### src/rtl/core_bus_pkg.sv
// Shared 6502 system-bus types and the OAM DMA state encoding.
package core_bus_pkg;

    typedef logic [15:0] bus_addr_t;
    typedef logic [7:0]  bus_data_t;

    typedef enum logic [2:0] {IDLE, HALT, ALIGN, GET, PUT} oam_dma_state_t;

    localparam bus_addr_t ADDR_OAMDMA  = 16'h4014;
    localparam bus_addr_t ADDR_OAMDATA = 16'h2004;

endpackage

### src/rtl/oam_dma_if.sv
// CPU-side and system-side bus signals seen by the sprite DMA.
interface oam_dma_if;
    import core_bus_pkg::*;

    bus_addr_t I_cpu_addr;
    bus_data_t I_cpu_wr_data;
    logic      I_cpu_rdwr;
    logic      O_cpu_ready;
    bus_addr_t O_addr;
    bus_data_t O_wr_data;
    logic      O_rdwr;
    bus_data_t I_rd_data;
    logic      O_busy;

    modport slave (
        input  I_cpu_addr, I_cpu_wr_data, I_cpu_rdwr, I_rd_data,
        output O_cpu_ready, O_addr, O_wr_data, O_rdwr, O_busy
    );

    modport master (
        output I_cpu_addr, I_cpu_wr_data, I_cpu_rdwr, I_rd_data,
        input  O_cpu_ready, O_addr, O_wr_data, O_rdwr, O_busy
    );

endinterface

### src/rtl/oam_dma_bus_mux.sv
// Combinational CPU/DMA bus select driven by the DMA state.
module bus_mux
    import core_bus_pkg::*;
(
    input  oam_dma_state_t state,
    input  bus_addr_t      cpu_addr,
    input  bus_data_t      cpu_wr_data,
    input  logic           cpu_rdwr,
    input  bus_addr_t      dma_rd_addr,
    input  bus_addr_t      dma_wr_addr,
    input  bus_data_t      dma_data,
    output bus_addr_t      addr,
    output bus_data_t      wr_data,
    output logic           rdwr
);

    always_comb begin
        addr    = cpu_addr;
        wr_data = cpu_wr_data;
        rdwr    = cpu_rdwr;
        case (state)
            // halted core keeps re-issuing its read; never let a write escape
            HALT, ALIGN: rdwr = 1'b1;
            GET: begin
                addr = dma_rd_addr;
                rdwr = 1'b1;
            end
            PUT: begin
                addr    = dma_wr_addr;
                wr_data = dma_data;
                rdwr    = 1'b0;
            end
            default: ;
        endcase
    end

endmodule

### src/rtl/oam_dma.sv
// 2A03-style sprite DMA: a CPU write to $4014 halts the core and copies a page to $2004.
// Optional stall counter output enabled by defining OAM_DMA_STALL_COUNT_EN.
module oam_dma
    import core_bus_pkg::*;
#(
    parameter bus_addr_t DMA_REG_ADDR  = ADDR_OAMDMA,
    parameter bus_addr_t OAM_DATA_ADDR = ADDR_OAMDATA,
    parameter int        XFER_COUNT    = 256
) (
    input  logic       I_clock,
    input  logic       I_reset,
    input  logic       I_cycle,
    oam_dma_if.slave   bus
`ifdef OAM_DMA_STALL_COUNT_EN
    ,
    output logic [15:0] O_stall_cycles
`endif
);

    localparam int IDX_W = (XFER_COUNT > 1) ? $clog2(XFER_COUNT) : 1;
    localparam logic [IDX_W-1:0] IDX_LAST = IDX_W'(XFER_COUNT - 1);

    oam_dma_state_t   state_q, state_d;
    bus_data_t        page_q, page_d;
    logic [IDX_W-1:0] index_q, index_d;
    bus_data_t        data_q, data_d;
    logic             parity_q, parity_d;
    logic             ready_q, ready_d;

    always_ff @(posedge I_clock) begin
        if (I_reset) begin
            state_q  <= IDLE;
            page_q   <= '0;
            index_q  <= '0;
            data_q   <= '0;
            parity_q <= 1'b0;
            ready_q  <= 1'b1;
        end else begin
            state_q  <= state_d;
            page_q   <= page_d;
            index_q  <= index_d;
            data_q   <= data_d;
            parity_q <= parity_d;
            ready_q  <= ready_d;
        end
    end

    always_comb begin
        state_d  = state_q;
        page_d   = page_q;
        index_d  = index_q;
        data_d   = data_q;
        ready_d  = ready_q;
        parity_d = parity_q ^ I_cycle;
        if (I_cycle) begin
            case (state_q)
                IDLE: begin
                    if (bus.I_cpu_addr == DMA_REG_ADDR && !bus.I_cpu_rdwr) begin
                        page_d  = bus.I_cpu_wr_data;
                        index_d = '0;
                        ready_d = 1'b0;
                        state_d = HALT;
                    end
                end
                // parity 1 now means the next cycle is a get cycle
                HALT:  state_d = parity_q ? GET : ALIGN;
                ALIGN: state_d = GET;
                GET: begin
                    data_d  = bus.I_rd_data;
                    state_d = PUT;
                end
                PUT: begin
                    if (index_q == IDX_LAST) begin
                        ready_d = 1'b1;
                        state_d = IDLE;
                    end else begin
                        index_d = index_q + IDX_W'(1);
                        state_d = GET;
                    end
                end
                default: state_d = IDLE;
            endcase
        end
    end

    assign bus.O_cpu_ready = ready_q;
    assign bus.O_busy      = (state_q != IDLE);

    bus_mux u_bus_mux (
        .state       (state_q),
        .cpu_addr    (bus.I_cpu_addr),
        .cpu_wr_data (bus.I_cpu_wr_data),
        .cpu_rdwr    (bus.I_cpu_rdwr),
        .dma_rd_addr ({page_q, 8'(index_q)}),
        .dma_wr_addr (OAM_DATA_ADDR),
        .dma_data    (data_q),
        .addr        (bus.O_addr),
        .wr_data     (bus.O_wr_data),
        .rdwr        (bus.O_rdwr)
    );

`ifdef OAM_DMA_STALL_COUNT_EN
    logic [15:0] stall_q, stall_d;

    always_ff @(posedge I_clock) begin
        if (I_reset) stall_q <= '0;
        else         stall_q <= stall_d;
    end

    always_comb begin
        stall_d = stall_q;
        if (I_cycle && !ready_q && stall_q != 16'hFFFF) stall_d = stall_q + 16'd1;
    end

    assign O_stall_cycles = stall_q;
`endif

endmodule

### src/flat_wrapper.sv
// flat-port wrapper written by rule: the top's interface ports become plain ports
module oam_dma_flat import core_bus_pkg::*;
#(
    parameter bus_addr_t DMA_REG_ADDR  = ADDR_OAMDMA,
    parameter bus_addr_t OAM_DATA_ADDR = ADDR_OAMDATA,
    parameter int        XFER_COUNT    = 256
)
  (I_clock, I_reset, I_cycle, bus_I_cpu_addr, bus_I_cpu_wr_data, bus_I_cpu_rdwr, bus_I_rd_data, bus_O_cpu_ready, bus_O_addr, bus_O_wr_data, bus_O_rdwr, bus_O_busy);
  oam_dma_if bus_i ();
  input  logic I_clock;
  input  logic I_reset;
  input  logic I_cycle;
  input wire logic [$bits(bus_i.I_cpu_addr)-1:0] bus_I_cpu_addr;
  input wire logic [$bits(bus_i.I_cpu_wr_data)-1:0] bus_I_cpu_wr_data;
  input wire logic [$bits(bus_i.I_cpu_rdwr)-1:0] bus_I_cpu_rdwr;
  input wire logic [$bits(bus_i.I_rd_data)-1:0] bus_I_rd_data;
  output wire logic [$bits(bus_i.O_cpu_ready)-1:0] bus_O_cpu_ready;
  output wire logic [$bits(bus_i.O_addr)-1:0] bus_O_addr;
  output wire logic [$bits(bus_i.O_wr_data)-1:0] bus_O_wr_data;
  output wire logic [$bits(bus_i.O_rdwr)-1:0] bus_O_rdwr;
  output wire logic [$bits(bus_i.O_busy)-1:0] bus_O_busy;
  assign bus_i.I_cpu_addr = bus_I_cpu_addr;
  assign bus_i.I_cpu_wr_data = bus_I_cpu_wr_data;
  assign bus_i.I_cpu_rdwr = bus_I_cpu_rdwr;
  assign bus_i.I_rd_data = bus_I_rd_data;
  assign bus_O_cpu_ready = bus_i.O_cpu_ready;
  assign bus_O_addr = bus_i.O_addr;
  assign bus_O_wr_data = bus_i.O_wr_data;
  assign bus_O_rdwr = bus_i.O_rdwr;
  assign bus_O_busy = bus_i.O_busy;
  oam_dma #(.DMA_REG_ADDR(DMA_REG_ADDR), .OAM_DATA_ADDR(OAM_DATA_ADDR), .XFER_COUNT(XFER_COUNT)) u_core (.I_clock(I_clock), .I_reset(I_reset), .I_cycle(I_cycle), .bus(bus_i));
endmodule
### config.mk
export PLATFORM = sky130hd
export DESIGN_NAME = oam_dma_flat
export DESIGN_NICKNAME = d
export VERILOG_FILES = /design/src/rtl/core_bus_pkg.sv /design/src/rtl/oam_dma_if.sv /design/src/rtl/oam_dma_bus_mux.sv /design/src/rtl/oam_dma.sv /design/src/flat_wrapper.sv
export SDC_FILE = /design/constraint.sdc
export NUM_CORES = 1
export LEC_CHECK = 0
export CAP_MARGIN = 20
export CORE_UTILIZATION = 43
export CTS_CLUSTER_SIZE = 12
export DETAILED_ROUTE_END_ITERATION = 6
export HOLD_SLACK_MARGIN = 0.15
export PLACE_DENSITY = 0.77
export RECOVER_POWER = 25
export SYNTH_ARGS = -nofsm -noshare
export SYNTH_HDL_FRONTEND = slang
export SYNTH_HIERARCHICAL = 1
export SYNTH_SLANG_ARGS = --single-unit
### constraint.sdc
create_clock -name I_clock -period 1.8 [get_ports I_clock]
set_clock_uncertainty 0.2 [all_clocks]
set_input_delay 0.45 -clock I_clock [delete_from_list [all_inputs] [get_ports I_clock]]
set_output_delay 0.45 -clock I_clock [all_outputs]
set_load 0.02 [all_outputs]
== After elaboration in Yosys (flattened, before gate mapping) ==
Index checks and enable logic that the tools add are counted.
Storage, ports and cells
  memories kept: 0
  bits in latches: 0
  word-level logic and storage cells: 41
  output and inout port bits: 27
  bits of input ports: 36
  flip-flop bits (word level): 29
  bits in read-only memories: 0
  bits in writable memories: 0
Cells by class
  shift operators: 0
  muxes and demuxes: 13
  $add $sub $neg: 1
  div/mod/pow operators: 0
  bitwise logic cells: 1
  reduce and logical (&&, ||, !) cells: 11
  $lt $le $gt $ge: 0
  eq/ne operators: 9
  multipliers: 0
Operators by type and width (number)
  $pmux 16 s2: 1
  $mux 8: 3
  $eq 16x15->1 const B: 1
  $pmux 8 s2: 1
  $pmux 3 s5: 1
  $add 8x1->8 const B: 1
  $eq 8x8->1 const B: 1
  $reduce_and 4->1: 2
  $eq 3x2->1 const B: 2
  $ne 2x1->1 const B: 2
  $pmux 1 s2: 2
  $reduce_and 2->1: 2
  $eq 3x1->1 const B: 1
  $eq 3x3->1 const B: 1
  $logic_not 3->1: 1
  $mux 1: 3
  $mux 3: 1
  $reduce_and 3->1: 1
  $reduce_bool 3->1: 1
  $reduce_or 3->1: 1
  $mux 2: 1
  $ne 2x2->1 const B: 1
  $reduce_bool 2->1: 1
  $logic_and 1x1->1: 1
  2 further kinds: 2

== Longest topological paths before layout ==
  depth in word-level cells: 4
  depth in mapped cells: 7
  mapped depth without buffers: 6

== Cells and area by module ==
The synthesis kept the hierarchy.
Modules (own cells, without submodules)
  oam_dma: cells each 156, area an instance 1400.1 um2, seq. area each 580.6 um2, times used 1
  bus_mux: cells each 89, area an instance 683.2 um2, seq. area each 0.0 um2, times used 1

== Worst setup path before layout ==
No wires, ideal clock.
  path type: reg2out
  start point: reg u_core.state_q[1]
  end point: out bus_O_addr[0]
  cell stages (with the launch flop): 5
  data required time: 1.150 ns
  setup slack: -0.156 ns
  arrival: 1.306 ns
  path buffers: 1
  cells stage by stage: dfxtp_1 > nand2_2 > mux2i_4 > buf_6 > o221a_2
On the way
  longest elaborated chain between the ends: 2
  elaborated cells between the ends (all ways): 3
  those cells by class: eq/ne: 2; mux: 1
Ends and longest elaborated chain
  start: declaration: RTL line oam_dma.sv:23  | oam_dma_state_t state_q, state_d;
  start signal: assignment: RTL line oam_dma.sv:39  | state_q <= state_d;
  $eq 3x3->1 / $eq 3x2->1 (equally long branches): RTL line oam_dma_bus_mux.sv:21  | case (state)
  $pmux 16 s2 *: RTL line oam_dma_bus_mux.sv:21
  end: declaration: RTL line flat_wrapper.sv:18  | output wire logic [$bits(bus_i.O_addr)-1:0] bus_O_addr;
Mark *: on every way between the ends. The rest lies on a longest branch, timed or not.

== Final worst setup path ==
  start point: reg u_core.state_q[0]
  end point: out bus_O_addr[5]
The elaborated chain is that of the path after synthesis.

==> metrics <==
outcome finished, violations left; failing checks negative setup slack; largest cells by area after synthesis dfxtp_1 28%, o221a_2 8.6%, nor3b_1 6.5%, nor2_1 5.8%, o21ai_0 4.8%; Worst Reg-to-Reg Cells 9; flops & latches, synth 29; CP required 1.15 ns; Worst Setup Start Kind flop; critical path class reg2out; # hold bufs at CTS 0; via/cell ratio 5.934; vias in the first global route 2370; drt wl/cell 18.24 um; CTS H-Tree Depth 2; layout cells sized above 1 48.06%; Worst slew margin 66.57%; FF/Latch Area 591.8 um^2; Slew Limit Fails 0; number of max-cap violations 0; Post-synth top flop dfxtp_1; maximum clock path buffer count 2; Synth top cells by count 32 x nor2_1, 29 x dfxtp_1, 24 x nand2_1; Starting DRT DRC Count 211; die span in y 71.61 um; RR Endpoint u_core/page_q[1]; drt total wl 8.008 mm; yosys warns 6; FMAX 0.4489 GHz; crit path launch u_core/state_q[0]; clock latency on the worst-skew pair 0.28 ns; Area Growth Syn to Fin 79.52%; Seq/Total Area, Yosys 27.87%; CTS tree yes; Port Buffers 62; global-route wire length before repair 11.67 mm; Die Wd 71.61 um; DP HPWL 4.396 mm; final setup margin -0.4275 ns; R2R Setup Slk -0.29 ns; fin crit share 123.7%; Final ANT Viol Nets 0; Core ar. 4504 um^2; setup TNS -13.01 ns; leading area contributor after synthesis dfxtp_1; RSZ-0062 raised after global routing true; die area 5127 um^2; Ports 63; Initial Util 46.25%; initial antenna violation count 0; clock tree root buffer cell clkbuf_8; Total GRT Usage 29.41%; Final min period 2.227 ns; fin util 83.03%; Fill cells 254; routability cong. 0.8131; combined area of the multi-input logic cells 1678 um^2; cells after synthesis 245; Cell variety after synth 49; count leader, synth nor2_1; post-synth top area share 27.87%; Critical Path Fanout Max 12; CP arrival 1.58 ns; Worst-path clk slew 0.07 ns; number of remaining DRC errors 0; synthesized area per cell 8.503 um^2; min-delay worst type reg2reg; Worst Max-Slew Pin Slew 0.4976 ns; endpoint class of the critical path output pin; Pre-Repair DR Iteration Count 4; ys async rst share 0%; Clock Sinks 29; crit path to bus_O_addr[5]; mapped cell area 2083 um^2; Leak 1.556 nW; row count 24; FF-to-FF Start u_core/state_q[0]; Finish-stage setup viols 44; Nets 423; global route overflow 0; worst ir drop on vdd 0.0005201 V; CTS buffer count 5; # diodes 0; pwr dens 453.3 nW/um^2; total vias in the final route 2605; Hold Vio Cnt, Final 0; largest net degree at the start of global routing 27; Post-synth EDFFs 0
what timing repair did:
item,4_1_cts,5_1_grt
setup endpoints to repair,45,49
pin swaps,19,9
gates resized for setup,229,36
cloned,1,0
buffers inserted,11,5
power breakdown:
group	leakage (nW)	switching (mW)	internal, mW	total, mW
Clock	0.0574	0.274	0.450	0.724
Combinational	1.26	0.147	0.184	0.331
Sequential	0.236	0.00158	0.639	0.641
final cells by class:
| class | count | share of cell area, % |
|---|---|---|
| sequential | 29 | 15.82 |
| timing repair buffer | 137 | 34.06 |
| multi-input combinational | 210 | 44.86 |
| clock inverter | 2 | 1.004 |
| tap | 52 | 1.740 |
| clock buffer | 6 | 2.208 |
| inverter | 3 | 0.3011 |
through the flow:
| step | setup WS [ns] | hold WS, ns | area [um^2] | instances | power [mW] |
|---|---|---|---|---|---|
| after detailed placement | -0.8741 | 0.2447 | 3176 | 415 | 0.9579 |
| after global routing | -0.4815 | 0.2733 | 3740 | 439 | 1.764 |
| after CTS | -0.3853 | 0.2539 | 3552 | 435 | 1.679 |
| after global placement | -0.8132 | 0.2391 | 3176 | 415 | 0.9541 |
| final | -0.4275 | 0.2533 | 3740 | 439 | 1.695 |
| after floorplan | -0.003882 | 0.2338 | 2146 | 259 | 0.7706 |
registers in the layout (all words and copies together), names as in the netlist:
| signal | count |
|---|---|
| u_core/bus.O_cpu_ready | 1 |
| u_core/state_q | 3 |
| u_core/data_q | 8 |
| u_core/index_q | 8 |
| u_core/parity_q | 1 |
| u_core/page_q | 8 |
cell usage in the layout, fill, tap and decap left out, drive strengths merged, types with 2 or more instances in the layout:
master and count:
nand2 27, nand3b 2, nor3b 19, a311oi 4, mux2 9, a21oi 17
clkdlybuf4s15 7, nor2 34, o21ai 20, dlymetal6s2s 2, nor3 4, mux2i 9
clkbuf 7, or2b 3, clkdlybuf4s50 17, inv 3, conb 16, buf 108
nor4 2, a31oi 4, nand3 7, o221a 16, o21bai 2, dfxtp 29
and3 2
routing by layer:
metal	wire length (um)	GRT usage, %	up-vias
li1	-	-	1173
met1	3303	37.10	1253
met2	3913	47.48	149
met3	577	6.188	30
met4	215	15.03	0
met5	0	0	-
critical path: stages (launching register included):
cell and delay (ns):
dfxtp_4 0.37, buf_6 0.13, nor2_4 0.11, nand2_4 0.09, buf_6 0.16, o221a_2 0.28, buf_4 0.15
cell families (layout without fill, tap and decap cells):
group | after synthesis | after routing | synth area share, %
simple gates | 107 | 107 | 29.49
compound gates | 67 | 67 | 24.08
flops | 29 | 29 | 27.87
buf+inv | 20 | 148 | 6.486
mux | 18 | 18 | 10.69
other cells | 2 | 16 | 0.3605
fa+ha+maj | 1 | 1 | 0.6005
xor+xnor | 1 | 1 | 0.4205
worst min path at each step:
stage                                  end              from  slack (ns)  cells past startpoint
after floorplan           u_core/data_q[0]  u_core/data_q[0]        0.23                      2
after global placement    u_core/data_q[1]  u_core/data_q[1]        0.24                      2
after detailed placement  u_core/data_q[7]  u_core/data_q[7]        0.24                      2
after CTS                 u_core/data_q[7]  u_core/data_q[7]        0.25                      2
after global routing      u_core/data_q[2]  u_core/data_q[2]        0.27                      2
final                     u_core/data_q[7]  u_core/data_q[7]        0.25                      2
No activity file was read; power rests on OpenSTA's default activity.
